[src/rtl/jio_port.sv]
// jio_port: device-side responder on the CPU IO bus.
// Decodes the OUT Addr device select, latches OUT Data bytes into a one-entry
// TX holding register and answers IN Data reads from a small RX FIFO that the
// board-side peripheral fills.
// Optional feature: define JIO_STATUS_EN to decode IN Addr as a status read
// {rx_nonempty, tx_valid, ovf, rx_full, 4'b0}; the read also clears ovf.
module jio_port #(
    parameter logic [7:0] DEV_ID   = 8'h00,
    parameter int          RX_DEPTH = 4
) (
    input  logic       CLK,
    input  logic       reset,
    input  logic       io_s,
    input  logic       io_e,
    input  logic       io_da,
    input  logic       io_io,
    input  logic [7:0] bus_in,
    output logic [7:0] bus_out,
    output logic       bus_oe,
    output logic       selected,
    input  logic [7:0] rx_data,
    input  logic       rx_valid,
    output logic       rx_ready,
    output logic [7:0] tx_data,
    output logic       tx_valid,
    input  logic       tx_ready
);

    localparam int PTR_W = (RX_DEPTH > 1) ? $clog2(RX_DEPTH) : 1;
    localparam int CNT_W = $clog2(RX_DEPTH) + 1;
    localparam logic [PTR_W-1:0] PTR_ONE  = PTR_W'(1);
    localparam logic [CNT_W-1:0] CNT_ONE  = CNT_W'(1);
    localparam logic [CNT_W-1:0] CNT_FULL = CNT_W'(RX_DEPTH);

    logic             s_q;
    logic             e_q;
    logic             wake;
    logic             rd_q;
    logic [7:0]       dev_addr;
    logic             ovf;
    logic [7:0]       rx_mem [RX_DEPTH];
    logic [PTR_W-1:0] wr_ptr;
    logic [PTR_W-1:0] rd_ptr;
    logic [CNT_W-1:0] rx_count;

    logic s_rise;
    logic e_fall;
    logic out_addr;
    logic out_data;
    logic tx_load;
    logic tx_drop;
    logic in_data;
    logic in_status;
    logic status_clr;
    logic rx_empty;
    logic rx_full;
    logic rx_push;
    logic rx_pop;

    // The wake flag masks the first edge after reset so a strobe that was
    // already high when reset released is captured into s_q, not acted on.
    assign s_rise   = io_s & ~s_q & ~wake;
    assign e_fall   = ~io_e & e_q;

    assign selected = (dev_addr == DEV_ID);
    assign out_addr = s_rise & io_da & io_io;
    assign out_data = s_rise & ~io_da & io_io & selected;
    assign tx_load  = out_data & (~tx_valid | tx_ready);
    assign tx_drop  = out_data & ~tx_load;

    assign in_data  = io_e & ~io_da & ~io_io & selected;
    assign rx_empty = (rx_count == '0);
    assign rx_full  = (rx_count == CNT_FULL);
    assign rx_ready = ~rx_full;
    assign rx_push  = rx_valid & rx_ready;
    assign rx_pop   = e_fall & rd_q & ~rx_empty;

`ifdef JIO_STATUS_EN
    logic       st_q;
    logic [7:0] status_byte;

    assign in_status   = io_e & io_da & ~io_io & selected;
    assign status_clr  = e_fall & st_q;
    assign status_byte = {~rx_empty, tx_valid, ovf, rx_full, 4'b0000};

    // Remember whether the cycle before an io_e fall was a status read.
    always_ff @(posedge CLK or posedge reset) begin
        if (reset) st_q <= 1'b0;
        else       st_q <= in_status;
    end
`else
    assign in_status  = 1'b0;
    assign status_clr = 1'b0;
`endif

    // Strobe history for edge detection, plus the decoded IN Data qualifier
    // that the pop on e_fall is judged against.
    always_ff @(posedge CLK or posedge reset) begin
        if (reset) begin
            s_q  <= 1'b0;
            e_q  <= 1'b0;
            wake <= 1'b1;
            rd_q <= 1'b0;
        end else begin
            s_q  <= io_s;
            e_q  <= io_e;
            wake <= 1'b0;
            rd_q <= in_data;
        end
    end

    // Device address is written by every instance, selected or not.
    always_ff @(posedge CLK or posedge reset) begin
        if (reset)         dev_addr <= 8'hFF;
        else if (out_addr) dev_addr <= bus_in;
    end

    // TX holding register: reload wins over a same-cycle handshake.
    always_ff @(posedge CLK or posedge reset) begin
        if (reset) begin
            tx_valid <= 1'b0;
            tx_data  <= 8'h00;
        end else if (tx_load) begin
            tx_valid <= 1'b1;
            tx_data  <= bus_in;
        end else if (tx_valid && tx_ready) begin
            tx_valid <= 1'b0;
        end
    end

    // Sticky overflow for dropped OUT Data bytes; only a status read clears it.
    always_ff @(posedge CLK or posedge reset) begin
        if (reset)           ovf <= 1'b0;
        else if (tx_drop)    ovf <= 1'b1;
        else if (status_clr) ovf <= 1'b0;
    end

    // RX FIFO storage; contents need no reset because count gates every read.
    always_ff @(posedge CLK) begin
        if (rx_push) rx_mem[wr_ptr] <= rx_data;
    end

    // RX FIFO pointers and occupancy; push and pop together leave count alone.
    always_ff @(posedge CLK or posedge reset) begin
        if (reset) begin
            wr_ptr   <= '0;
            rd_ptr   <= '0;
            rx_count <= '0;
        end else begin
            if (rx_push) wr_ptr <= wr_ptr + PTR_ONE;
            if (rx_pop)  rd_ptr <= rd_ptr + PTR_ONE;
            case ({rx_push, rx_pop})
                2'b10:   rx_count <= rx_count + CNT_ONE;
                2'b01:   rx_count <= rx_count - CNT_ONE;
                default: rx_count <= rx_count;
            endcase
        end
    end

    // Bus drive: FIFO head (or zero when empty) for IN Data, status for IN Addr.
    always_comb begin
        bus_oe  = 1'b0;
        bus_out = 8'h00;
        if (in_data) begin
            bus_oe  = 1'b1;
            bus_out = rx_empty ? 8'h00 : rx_mem[rd_ptr];
        end
`ifdef JIO_STATUS_EN
        else if (in_status) begin
            bus_oe  = 1'b1;
            bus_out = status_byte;
        end
`endif
    end

endmodule

[config.mk]
export PLATFORM = sky130hd
export DESIGN_NAME = jio_port
export DESIGN_NICKNAME = d
export VERILOG_FILES = /design/src/rtl/jio_port.sv
export SDC_FILE = /design/constraint.sdc
export NUM_CORES = 1
export LEC_CHECK = 0
export BUFFER_PORTS_ARGS = -buffer_cell sky130_fd_sc_hd__buf_2
export CORE_ASPECT_RATIO = 0.8
export CORE_MARGIN = 3
export CORE_UTILIZATION = 30
export DETAILED_ROUTE_END_ITERATION = 12
export GPL_ROUTABILITY_DRIVEN = 1
export RECOVER_POWER = 25
export SYNTH_ARGS = -nofsm -noshare
export SYNTH_HDL_FRONTEND = slang
export SYNTH_SLANG_ARGS = --single-unit
[constraint.sdc]
create_clock -name CLK -period 1.75 [get_ports CLK]
set_input_delay 0.0875 -clock CLK [delete_from_list [all_inputs] [get_ports CLK]]
set_output_delay 0.0875 -clock CLK [all_outputs]
set_load 0.05 [all_outputs]
==> impl_metrics.yaml, run 1 <==
min_path:
  worstHoldStart: "tx_ready"
  min_to: "tx_valid"
  whs_path_depth: 3
  hp-class: "in -> reg"
worst_setup_path:
  r2r_end: "rx_count[2]"
  required_ns: 1.66
  critPathLaunchType: "flip-flop"
  r2r_cells: 10
  r2r_setup_slack_ns: -0.02
  arrival_ns: 2.04
  worstSetupPathType: "reg -> out"
  worstSetupStartpoint: "dev_addr[2]"
  critPathMaxFanout: 8
  endpoint_kind: "output pin"
  rr_startpoint: "rx_count[2]"
drt:
  dr.pass1.iters: 4
  routed_wl_mm: 4.835
  drc: 0
  antenna_left: 0
  drt-initial-drc-count: 9
  route.detailed.wl_per_inst_um: 13.97
  post_drt_via_cell_ratio: 4.234
  vias: 1465
placement:
  finalWeightedCongestion: 0.6534
  io_buffers: 43
  pre_cts_ws_ns: -0.1198
  hpwl_mm: 3.287
timing:
  fin_crit_ns: 2.124
  rsz0062_at_grt: "yes"
  fmax_ghz: 0.4707
  postLayoutSetupSlackWorst_ns: -0.3743
  setup_viol: 10
  final_hold_viol_count: 0
  timing.final.crit_share: 1.214
  finalMaxSlewViolations: 0
  clock_skew_ns: 0.009289
synthesis:
  synth_area_mm2: 0.002526
  synth_cells: 141
  synth_warnings: 0
  ys_types: 32
  ys_seq_area_frac: 0.6622
  syn-num-nets: 171
  synth_seq_cells: 60
  avgSynthCellArea_um2: 17.92
outcome:
  run_status: "finished with violations"
  violations: "setup timing"
floorplan:
  start_util: 0.3136
  die-area_mm2: 0.009565
  ios: 44
  die_w_um: 108.6
  core_mm2: 0.008055
  row_count: 29
  die_h_um: 88.08
finish:
  n_antenna_cell: 0
  drive_gt1_frac: 0.5420
  final_common_cell: "edfxtp_1"
  area_growth_pct: 41.31
  nets: 264
  mostFrequentLayoutCells: "32 x edfxtp_1, 24 x buf_2, 20 x dlygate4sd3_1"
cts:
  cts_tree: "yes"
  numCtsBuffers: 9
  path_clk_slew_ns: 0.07
  htree_num_levels: 3
  cts_max_path_buffers: 2
  cts_sinks: 60
  clk_latency_ns: 0.34
  cts_root_buf: "clkbuf_8"
flow_run:
  maxCapViolations: 0
power_and_ir_drop:
  peakVddDrop_mv: 0.6045
  p_leak_nw: 1.463
  power_density_mw_per_mm2: 1223
  power_mw: 4.367
global_routing:
  grt_pass1_vias: 1579
  grt_max_degree: 29
  grt_first_pass_wirelength_mm: 8.059
  grt_usage: 0.1148
  antenna_found_initial: 0
  grt-ovfl-total: 0
per-layer routing:
layer,wire length (um),global-route usage
met1,2173,0.1385
met2,2223,0.1755
met3,393,0.06411
met4,44,0.03784
met5,0,0
critical path: stages, from the launching register on:
cell and delay [ns]:
dfstp_2 0.39, nor4_4 0.27, nand2_2 0.08, or4_4 0.64, nor2b_4 0.17, buf_8 0.15
cells by family after synthesis:
kind of cell	Yosys count	share of synthesized area
flip-flops	60	0.6622
multiplexers	26	0.1511
AO/OA/AOI/OAI	1	0.002973
adder cells (fa/ha/maj)	6	0.03269
buffers and inverters	11	0.02080
AND/OR/NAND/NOR	30	0.1080
XOR/XNOR	6	0.02081
other	1	0.001484
Yosys cell counts (all sizes together):
cell type,instances,share of area
conb,1,0.0015
o21bai,1,0.0030
nor2b,9,0.046
inv,8,0.012
xnor2,3,0.010
or4,1,0.0045
and3,4,0.0099
buf,2,0.0074
nand2b,2,0.0050
nor2,1,0.0015
edfxtp,32,0.38
nand2,4,0.0069
dfrtp,19,0.19
nor4,2,0.013
fa,1,0.0079
nor3,4,0.012
clkbuf,1,0.0015
dfstp,9,0.094
and2,1,0.0025
mux4,8,0.071
mux2i,1,0.0040
nand3,1,0.0020
mux2,17,0.076
ha,5,0.025
xor2,3,0.010
nor4bb,1,0.0040
what timing repair did:
item,4_1_cts,5_1_grt
setup buffers,2,3
hold buffers,19,1
pin swaps,3,5
endpoints found under the setup margin,10,20
resized for setup,22,18
hold endpoints to repair,67,1
metrics by stage:
step / TNS [ns] / hold WS, ns / instance area (um2) / cells / util
after CTS: -3.493 / 0.004504 / 3477 / 342 / 0.4317
after detailed placement: -0.9513 / 0.1755 / 3019 / 306 / 0.3748
after global placement: -0.8009 / 0.1692 / 3019 / 306 / 0.3748
final: -2.981 / 0.09667 / 3570 / 346 / 0.4432
after floorplan: -0.6583 / 0.1189 / 2564 / 141 / -
after global routing: -4.784 / 0.08343 / 3570 / 346 / 0.4432
how the worst max path moves through the flow:
stage | to | cells past startpoint
4_1_cts | bus_out[7] | 5
3_3_place_gp | bus_out[7] | 5
6_report | bus_out[5] | 5
3_5_place_dp | bus_out[7] | 5
5_1_grt | bus_out[7] | 5
2_1_floorplan | rx_count[2] | 10
power breakdown:
group	leakage, nW	total [mW]	internal (mW)	switching [mW]
registers	0.630	2.00	1.84	0.160
logic	0.742	1.21	0.631	0.578
clock network	0.0923	1.16	0.636	0.522
total	1.46	4.37	3.11	1.26
cell type report:
cell class,instances,area [um2]
inverters,8,30.03
clock buffers,9,123.9
flip-flops and latches,60,1673
fillers,744,4486
well taps,108,135.1
multi-input cells,70,893.4
clock inverters,6,56.30
repair buffers,85,658.1
sequential cells by signal, indices dropped and copies added (netlist names), 2 cells and up:
register,cells
rx_mem,32
dev_addr,8
tx_data,8
rx_count,3
rd_ptr,2
wr_ptr,2
Power figures use the tool's default switching activity.
==> run 2, diff against run 1 <==
==> constraint.sdc (replaced) <==
create_clock -name CLK -period 2.09 [get_ports CLK]
set_input_delay 0.1045 -clock CLK [delete_from_list [all_inputs] [get_ports CLK]]
set_output_delay 0.1045 -clock CLK [all_outputs]
set_load 0.05 [all_outputs]
==> impl_metrics.yaml, run 2 (synthesis gave the netlist of run 1 again) <==
cts:
  cts_sinks: 60
  cts_max_path_buffers: 2
  numCtsBuffers: 9
  cts_root_buf: "clkbuf_8"
  htree_num_levels: 3
  cts_tree: "yes"
  clk_latency_ns: 0.34
  path_clk_slew_ns: 0.07
timing:
  whs_ns: 0.02005
  fin_crit_ns: 2.155
  timing.final.crit_share: 1.031
  fmax_ghz: 0.4639
  postLayoutSetupSlackWorst_ns: -0.06550
  final.setup.tns_ns: -0.4994
  finalMaxSlewViolations: 29
  rsz0062_at_grt: "yes"
  slew_headroom: -0.02031
  final_hold_viol_count: 0
  clock_skew_ns: 0.01431
  worst_slew_pin_slew_ns: 1.530
  setup_viol: 8
worst_setup_path:
  critPathLaunchType: "flip-flop"
  path_cells: "nor4_2, nand2_2, or4_4, nor2b_4, buf_8"
  critical-path-top-delay-family: "simple AND/OR/NAND/NOR gates"
  path_buf_inv: 1
  endpoint_kind: "output pin"
  arrival_ns: 2.05
  worstSetupPathType: "reg -> out"
  cpPeakStageDelay_ns: 0.65
  slowest_stage: "or4_4"
  critPathMaxFanout: 8
  required_ns: 1.99
finish:
  area_growth_pct: 33.83
  instances_no_fill: 327
  n_antenna_cell: 0
  final_common_cell: "edfxtp_1"
  mostFrequentLayoutCells: "32 x edfxtp_1, 26 x buf_2, 19 x dfrtp_1"
  regMostFlops: "rx_mem"
  drive_gt1_frac: 0.4795
  reg_top3: "rx_mem (32), dev_addr (8), tx_data (8)"
  largest_register_ffs: 32
  nets: 244
flow_run:
  maxCapViolations: 1
drt:
  post_drt_via_cell_ratio: 4.242
  antenna_left: 0
  route.detailed.wl_per_inst_um: 13.46
  drc: 0
  drt-initial-drc-count: 44
  routed_wl_mm: 4.401
  vias: 1387
  dr.pass1.iters: 2
placement:
  dp.cells: 293
  finalWeightedCongestion: 0.7023
  io_buffers: 43
  hpwl_mm: 3.086
  pre_cts_ws_ns: 0.07288
global_routing:
  grt_first_pass_wirelength_mm: 7.403
  grt-ovfl-total: 0
  antenna_found_initial: 1
  grt_usage: 0.1060
  grt_max_degree: 29
  grt_pass1_vias: 1467
power_and_ir_drop:
  seqPwrFrac: 0.443
  p_switching_mw: 1.058
  power_mw: 3.807
  internal_power_mw: 2.749
  p_leak_nw: 1.372
  p_clk_frac: 0.335
  sw_frac_of_total: 0.2779
  power_density_mw_per_mm2: 1126
  peakVddDrop_mv: 0.5532
  comb_power_share: 0.222
outcome:
  run_status: "finished with violations"
  violations: "capacitance limit, slew limit, setup timing"
floorplan:
  start_util: 0.3136
  core_mm2: 0.008055
  die_w_um: 108.6
  row_count: 29
  ios: 44
  die_h_um: 88.08
  die-area_mm2: 0.009565
min_path:
  hp-class: "in -> reg"
==> run 2: cell types whose count changed in the layout (fill, tap and decap cells not counted), moves of 2 or more <==
cell	previous run	this run
buf_4	18	4
buf_6	11	7
inv_2	4	2
clkinv_2	3	0
buf_8	3	1
mux2_4	7	0
clkinv_4	0	2
mux2_2	10	15
bufinv_16	1	3
dlygate4sd3_1	20	16
mux2_1	0	2
inv_1	4	6
buf_2	24	26
==> run 2: area by class of cell <==
| cell class | instances | area [um2] |
|---|---|---|
| inverter | 8 | 30.03 |
| clock buffer | 9 | 123.9 |
| sequential | 60 | 1673 |
| tap | 108 | 135.1 |
| multi-input combinational | 70 | 823.3 |
| timing repair buffer | 65 | 471.7 |
| fill | 739 | 4674 |
| clock inverter | 7 | 123.9 |
==> run 2: final timing paths <==
kind | startpoint | to | slack (ns) | cells past startpoint
setup / recovery | dev_addr[0] | bus_out[3] | -0.07 | 5
hold / removal | bus_in[2] | dev_addr[2] | 0.02 | 2
setup reg to reg | rx_count[0] | rx_count[2] | 0.17 | 10
hold reg to reg | tx_data[7] | tx_data[7] | 0.49 | 1
max in group asynchronous | reset | rd_ptr[0] | 0.36 | 4
min in group asynchronous | reset | tx_data[6] | 0.83 | 4
==> run 2: stage by stage <==
step                      utilization  cell area (um2)
after floorplan                     -             2544
after global placement         0.3618             2914
after detailed placement       0.3618             2914
after CTS                      0.4195             3379
after global routing           0.4197             3381
final                          0.4197             3381
==> run 2: timing repair <==
item	in CTS	in global routing
gates resized for setup	16	4
buffers inserted	1	1
hold buffers	16	0
hold endpoints to repair	61	0
setup endpoints to repair	8	9
pin swaps	1	1
cloned	0	0
==> run 2: worst register-to-register path, stage by stage (launching register included) <==
cell and delay, ns:
dfrtp_1 0.41, inv_2 0.10, nand3_4 0.08, and2_1 0.20, inv_1 0.07, ha_1 0.17, inv_1 0.06, fa_1 0.37
xor2_1 0.15, nor2_1 0.11, xor2_1 0.14
==> run 2: routing by layer <==
layer  track usage  routed length [um]
met1        0.1356                2020
met2        0.1604                2065
met3       0.04937                 264
met4       0.03440                  30
met5             0                  20
==> run 2: power by group through the flow <==
| stage | Clock, mW | Sequential (mW) | Combinational [mW] |
|---|---|---|---|
| detailed placement | 0 | 1.71 | 0.819 |
| CTS | 1.32 | 1.69 | 0.850 |
| floorplan | 0 | 1.73 | 0.555 |
| global placement | 0 | 1.70 | 0.812 |
| finish | 1.28 | 1.69 | 0.844 |
| global route | 1.37 | 1.72 | 0.935 |
